## src/rtl/smvm_issue_sched.sv

```systemverilog
// Sparse-matrix issue scheduler: packs nonzero beats into K-lane groups, at least GAP cycles between issues.
// A group appears 1 cycle after its closing beat and holds under iss_ready backpressure; nz_ready is high only in FILL.
module smvm_issue_sched #(
  parameter int K   = 4,
  parameter int W   = 8,
  parameter int GAP = 4
) (
  input  logic           clk,
  input  logic           rst,
  input  logic           start,
  input  logic           nz_valid,
  output logic           nz_ready,
  input  logic [W-1:0]   nz_val,
  input  logic [W-1:0]   nz_col,
  input  logic           nz_ipv,
  input  logic           nz_last,
  output logic           iss_valid,
  input  logic           iss_ready,
  output logic [K*W-1:0] iss_val,
  output logic [K*W-1:0] iss_col,
  output logic [K-1:0]   iss_ipv,
  output logic [2:0]     iss_cnt,
  output logic [7:0]     rows_done,
  output logic           done,
  output logic           busy
);

  localparam int CW     = $clog2(K + 1);
  localparam int GAP_LD = (GAP > 1) ? GAP - 2 : 0;

  typedef enum logic [2:0] {S_IDLE, S_FILL, S_ISSUE, S_WAIT, S_DONE} state_t;

  state_t         state, nxt;
  logic [W-1:0]   lane_val [K];
  logic [W-1:0]   lane_col [K];
  logic [K-1:0]   lane_ipv;
  logic [CW-1:0]  lane_cnt;
  logic           last_flg;
  logic [3:0]     gap_cnt;
  logic           accept, hs, lane_full;
  logic [8:0]     ipv_pop, rows_sum;

  assign accept    = (state == S_FILL) && nz_valid;
  assign hs        = (state == S_ISSUE) && iss_ready;
  assign lane_full = (lane_cnt == CW'(K - 1));

  always_ff @(posedge clk) begin
    if (rst) state <= S_IDLE;
    else     state <= nxt;
  end

  always_comb begin
    nxt = state;
    case (state)
      S_IDLE:  if (start) nxt = S_FILL;
      S_FILL:  if (accept && (lane_full || nz_last)) nxt = S_ISSUE;
      S_ISSUE: if (hs) nxt = last_flg ? S_DONE : ((GAP == 1) ? S_FILL : S_WAIT);
      S_WAIT:  if (gap_cnt == 4'd0) nxt = S_FILL;
      S_DONE:  nxt = S_IDLE;
      default: nxt = S_IDLE;
    endcase
  end

  always_comb begin
    nz_ready  = (state == S_FILL);
    iss_valid = (state == S_ISSUE);
    done      = (state == S_DONE);
    busy      = (state != S_IDLE);
    iss_cnt   = (state == S_ISSUE) ? 3'(lane_cnt) : 3'd0;
    iss_val   = '0;
    iss_col   = '0;
    iss_ipv   = '0;
    if (state == S_ISSUE) begin
      // lane 0 occupies the most-significant slice
      for (int i = 0; i < K; i++) begin
        iss_val[(K-1-i)*W +: W] = lane_val[i];
        iss_col[(K-1-i)*W +: W] = lane_col[i];
        iss_ipv[K-1-i]          = lane_ipv[i];
      end
    end
  end

  always_comb begin
    ipv_pop = '0;
    for (int i = 0; i < K; i++) ipv_pop = ipv_pop + 9'(lane_ipv[i]);
    rows_sum = {1'b0, rows_done} + ipv_pop;
  end

  always_ff @(posedge clk) begin
    if (rst) begin
      rows_done <= '0;
      lane_cnt  <= '0;
      last_flg  <= 1'b0;
      gap_cnt   <= '0;
      lane_ipv  <= '0;
      for (int i = 0; i < K; i++) begin
        lane_val[i] <= '0;
        lane_col[i] <= '0;
      end
    end else begin
      if (state == S_IDLE && start) begin
        rows_done <= '0;
        lane_cnt  <= '0;
        last_flg  <= 1'b0;
        lane_ipv  <= '0;
        for (int i = 0; i < K; i++) begin
          lane_val[i] <= '0;
          lane_col[i] <= '0;
        end
      end
      if (accept) begin
        for (int i = 0; i < K; i++) begin
          if (lane_cnt == CW'(i)) begin
            lane_val[i] <= nz_val;
            lane_col[i] <= nz_col;
            lane_ipv[i] <= nz_ipv | nz_last;
          end
        end
        lane_cnt <= lane_cnt + 1'b1;
        if (nz_last) last_flg <= 1'b1;
      end
      // clearing lanes on issue keeps unoccupied lanes of a partial group at zero
      if (hs) begin
        rows_done <= (rows_sum > 9'd255) ? 8'hFF : rows_sum[7:0];
        lane_cnt  <= '0;
        lane_ipv  <= '0;
        gap_cnt   <= 4'(GAP_LD);
        for (int i = 0; i < K; i++) begin
          lane_val[i] <= '0;
          lane_col[i] <= '0;
        end
      end
      if (state == S_WAIT && gap_cnt != 4'd0) gap_cnt <= gap_cnt - 4'd1;
    end
  end

endmodule

```

## config.mk

```make
export PLATFORM = sky130hd
export DESIGN_NAME = smvm_issue_sched
export DESIGN_NICKNAME = d
export VERILOG_FILES = /design/src/rtl/smvm_issue_sched.sv
export SDC_FILE = /design/constraint.sdc
export NUM_CORES = 1
export LEC_CHECK = 0
export CAP_MARGIN = 20
export CORE_MARGIN = 5
export CORE_UTILIZATION = 35
export CTS_CLUSTER_SIZE = 14
export DETAILED_ROUTE_END_ITERATION = 8
export GPL_ROUTABILITY_DRIVEN = 0
export SLEW_MARGIN = 20
export SYNTH_ARGS = -nofsm -noshare
export SYNTH_HDL_FRONTEND = slang
export SYNTH_SLANG_ARGS = --single-unit
```

## constraint.sdc

```tcl
create_clock -name clk -period 2.6 [get_ports clk]
set_input_delay 0.52 -clock clk [delete_from_list [all_inputs] [get_ports clk]]
set_output_delay 0.52 -clock clk [all_outputs]
set_load 0.05 [all_outputs]
```

==> results.md <==
- Endpoint type of the worst setup path: flop
- Power density relative to cell area: 474 nW/um^2
- Die footprint: 13900 um^2
- Critical path required time: 2.82 ns
- Post-synthesis register bit count: 87
- Synthesis Warnings: 0
- Max-Cap Viols: 0
- Proportion of synthesized flip-flops having asynchronous set or reset: 0%
- Synth Instances: around 390
- Post-detailed-route wirelength per cell: between 15 and 20 um
- Met1 capacity usage during global routing: 21.1%
- Distinct cell type count of the synthesized netlist: just over 60
- Most common cell after layout, fill and taps aside: buf_12
- TritonCTS Sinks: 87
- Cell row count: 39
- Post-layout min period: 2.40 ns
- Top-level I/O count: 106
- Number of enable-type register cells in the synthesized netlist: 32
- Number of instances resized during post-cts repair: 0
- Total grt overflow: 0
- Net switching power of the design: around 0.71 mW
- Clock Pin Slew Worst Setup and Hold Paths: 0.06 ns
- CP startpoint: rows_done[0]
- Min-Delay Startpoint: lane_col[3][4]
- Fmax: 416 MHz
- Transition time at the pin with the least slew margin: roughly 0.97 ns
- Number of buffers added on ports: between 100 and 150
- Peak supply drop: about 0.25 mV
- Number of DRC violations after detailed-routing iteration 0: 229
- Pin count of the biggest net entering global routing: 64
- Number of global-route vias before repair: 3435
- Number of vias per cell: 5.26
- Simple-gate share of the synthesized area: between 20% and 30%
- Tightest Hold Check Type: flop to flop
- Combinational family with the most area after synthesis: simple AND/OR/NAND/NOR gates
- GRT Total Usage: approximately 17%
- Post-layout power: 3.00 mW
- Final Slew Violations: 0
- Leak pwr: 2.64 nW
- Depth of the worst register-to-register path: 6
- Switching part of the total: 23.6%
- Number of remaining DRC errors: 0
- Clock tree from TritonCTS: yes
- Total core area: between 10000 and 15000 um^2
- Share of the core filled with cells: 55.6%
- Vias after detailed routing: 3387
- Number of inserted diodes: 0
- Global routing's busiest layer: met2
- Antenna violations before repair: 0
- Clock share of power: 41.8%
- Maximum fanout count along the critical path: 6
- Post-Synth XOR/XNOR Area: 0%
- Data arrival time of the critical path: 2.62 ns
- Number of iterations in the first detailed-routing pass: 4
- Worst slew margin relative to its limit: 35.4%
- Setup-failing EPs final: 0
- Startpoint-to-endpoint class of the critical path: flop to flop
- Clock Tree Buf Depth: 2
- Result of the run: completed
- Area share of the largest cell type after synthesis: 26.9%
- Cell type with the highest aggregate area in the netlist: dfxtp_1
- Number of buffers added by the clock tree synthesis step: 9
- Setup Skew: a little under 0.006 ns
- Relative area change from synthesis to final layout: 55.3%
- Top library cells by usage in the layout, fill and taps aside: 73 x buf_12, 67 x and3_1, 53 x dfxtp_1
- Largest cells by area after synthesis: dfxtp_1 27%, edfxtp_1 24%, and3_1 10%, a22o_1 6.6%, and2_1 4.9%
- RSZ-0062 raised after global routing: no
- Post-layout net count: 529
- Final hold violations: 0
- Adder and majority gate portion of the synthesized area: between 3 and 4%
- Total half-perimeter wirelength after legalization and detailed placement: 8.21 mm
- Clock root cell: clkbuf_16
- Sequential-to-total area share from yosys stat: 50.5%
- Synthesized net count: 422
- Share of power burned in registers: 49.1%
- Ratio of cells with drive above 1 in the final layout: 25.7%
- Synthesized area per cell: 10.5 um^2
- Primary FF master, synth: dfxtp_1
- Share of the synthesized area in compound gates (AO/OA/AOI/OAI): 13.6%
- Smallest hold slack: 0.469 ns
- Die W: 118 um
- Total wire length after detailed routing: between 10 and 15 mm
- Chip height: between 100 and 150 um
- Source of the worst register-to-register timing path: rows_done[0]
- Clock H-tree levels: 3
- Number of cells on the worst hold path: 1
- First-pass GRT wire length: 18.9 mm
- Startpoint Class: flop
- Starting utilization of the core area: 35.8%
- Routing usage on met2: approximately 28%
- Met3 capacity usage during global routing: roughly 4.5%
- Post-synthesis instance area: 4090 um^2
- Part of the total power dissipated in combinational logic: 9.1%
- Later-pin clock latency in the skew report: 0.33 ns
- Antenna violation net count after detailed routing: 0
- Internal power of the cells: ~2.3 mW
- Final clock period utilization by the worst path: 92.4%
- Mux contribution to synthesized area: 1.56%
- Filler instances: just under 1000
cells by family after synthesis:
kind of cell,count (synthesis)
AND/OR/NAND/NOR,175
flip-flops,87
AO/OA/AOI/OAI,71
buffers and inverters,40
adder cells (fa/ha/maj),10
multiplexers,6
state kept, by name (all words and copies together), names as in the netlist:
register	cells
lane_col	32
lane_val	32
rows_done	8
gap_cnt	4
lane_ipv	4
lane_cnt	3
state	3
last_flg	1
through the flow:
| step | cell area [um^2] | cells | worst slack [ns] | TNS, ns |
|---|---|---|---|---|
| after floorplan | 4090 | 389 | 0.199 | 0 |
| after global placement | 6040 | 626 | -0.0109 | -0.0954 |
| final | 6340 | 644 | 0.199 | 0 |
| after global routing | 6340 | 644 | 0.0321 | 0 |
| after detailed placement | 6040 | 626 | -0.0886 | -1.11 |
| after CTS | 6330 | 642 | 0.109 | 0 |
routing by layer:
metal  routed length [um]  vias up
li1                     -     1640
met1                 5170     1661
met2                 5770       76
met3                  513       10
met4                  181        0
met5                    0        -
cell type report:
cell class,count,area [um^2],area share (%)
Clock inverter,7,63.8,1.01
Clock buffer,9,225,3.55
Tap cell,143,179,2.82
Inverter,13,48.8,0.769
Sequential cell,87,2060,32.5
Multi-Input combinational cell,262,1850,29.2
Timing Repair Buffer,123,1910,30.1
timing repair:
action / in CTS / in global routing
endpoints found under the hold margin: 0 / 0
setup endpoints to repair: 0 / 2
hold buffers: 0 / 0
buffers inserted: 0 / 2
cell usage after synthesis (2+ instances only):
cell       instances
and3_1            67
nor3b_1            3
o211ai_1           2
o21ai_0            6
nor2_1            25
mux2i_1            3
nand3_1            5
nand2b_1           3
nand2_1           11
ha_1               7
dfxtp_1           55
or3_1              2
nor3_2             2
a211oi_1           2
clkbuf_1          16
and2_1            32
fa_1               3
a21oi_1           10
buf_2              5
a21oi_2            3
buf_6              2
inv_1             12
o31a_1             2
and4_1             3
nor3_1             5
o2bb2ai_1          2
mux2_2             3
a22o_1            31
buf_4              3
edfxtp_1          32
nor2b_1            2
power groups by stage:
stage | Combinational [mW] | Sequential [mW] | Clock (mW)
after detailed placement | 0.272 | 1.50 | 0
after floorplan | 0.145 | 1.50 | 0
final | 0.273 | 1.47 | 1.26
after CTS | 0.273 | 1.47 | 1.27
after global routing | 0.292 | 1.48 | 1.33
after global placement | 0.268 | 1.50 | 0
worst paths after layout:
check,endpoint,slack (ns)
worst max-delay path,rows_done[3],0.20
worst max register to register,rows_done[3],0.20
worst min register to register,lane_col[3][4],0.47
worst min-delay path,lane_col[3][4],0.47
critical path: stages (launching register included):
cell and delay (ns):
dfxtp_2 0.34, fa_1 0.47, ha_1 0.28, nor2b_1 0.12, o21ai_0 0.53, o21ai_0 0.18, a221o_1 0.37
Note: power is estimated with default switching activity, not from simulation.
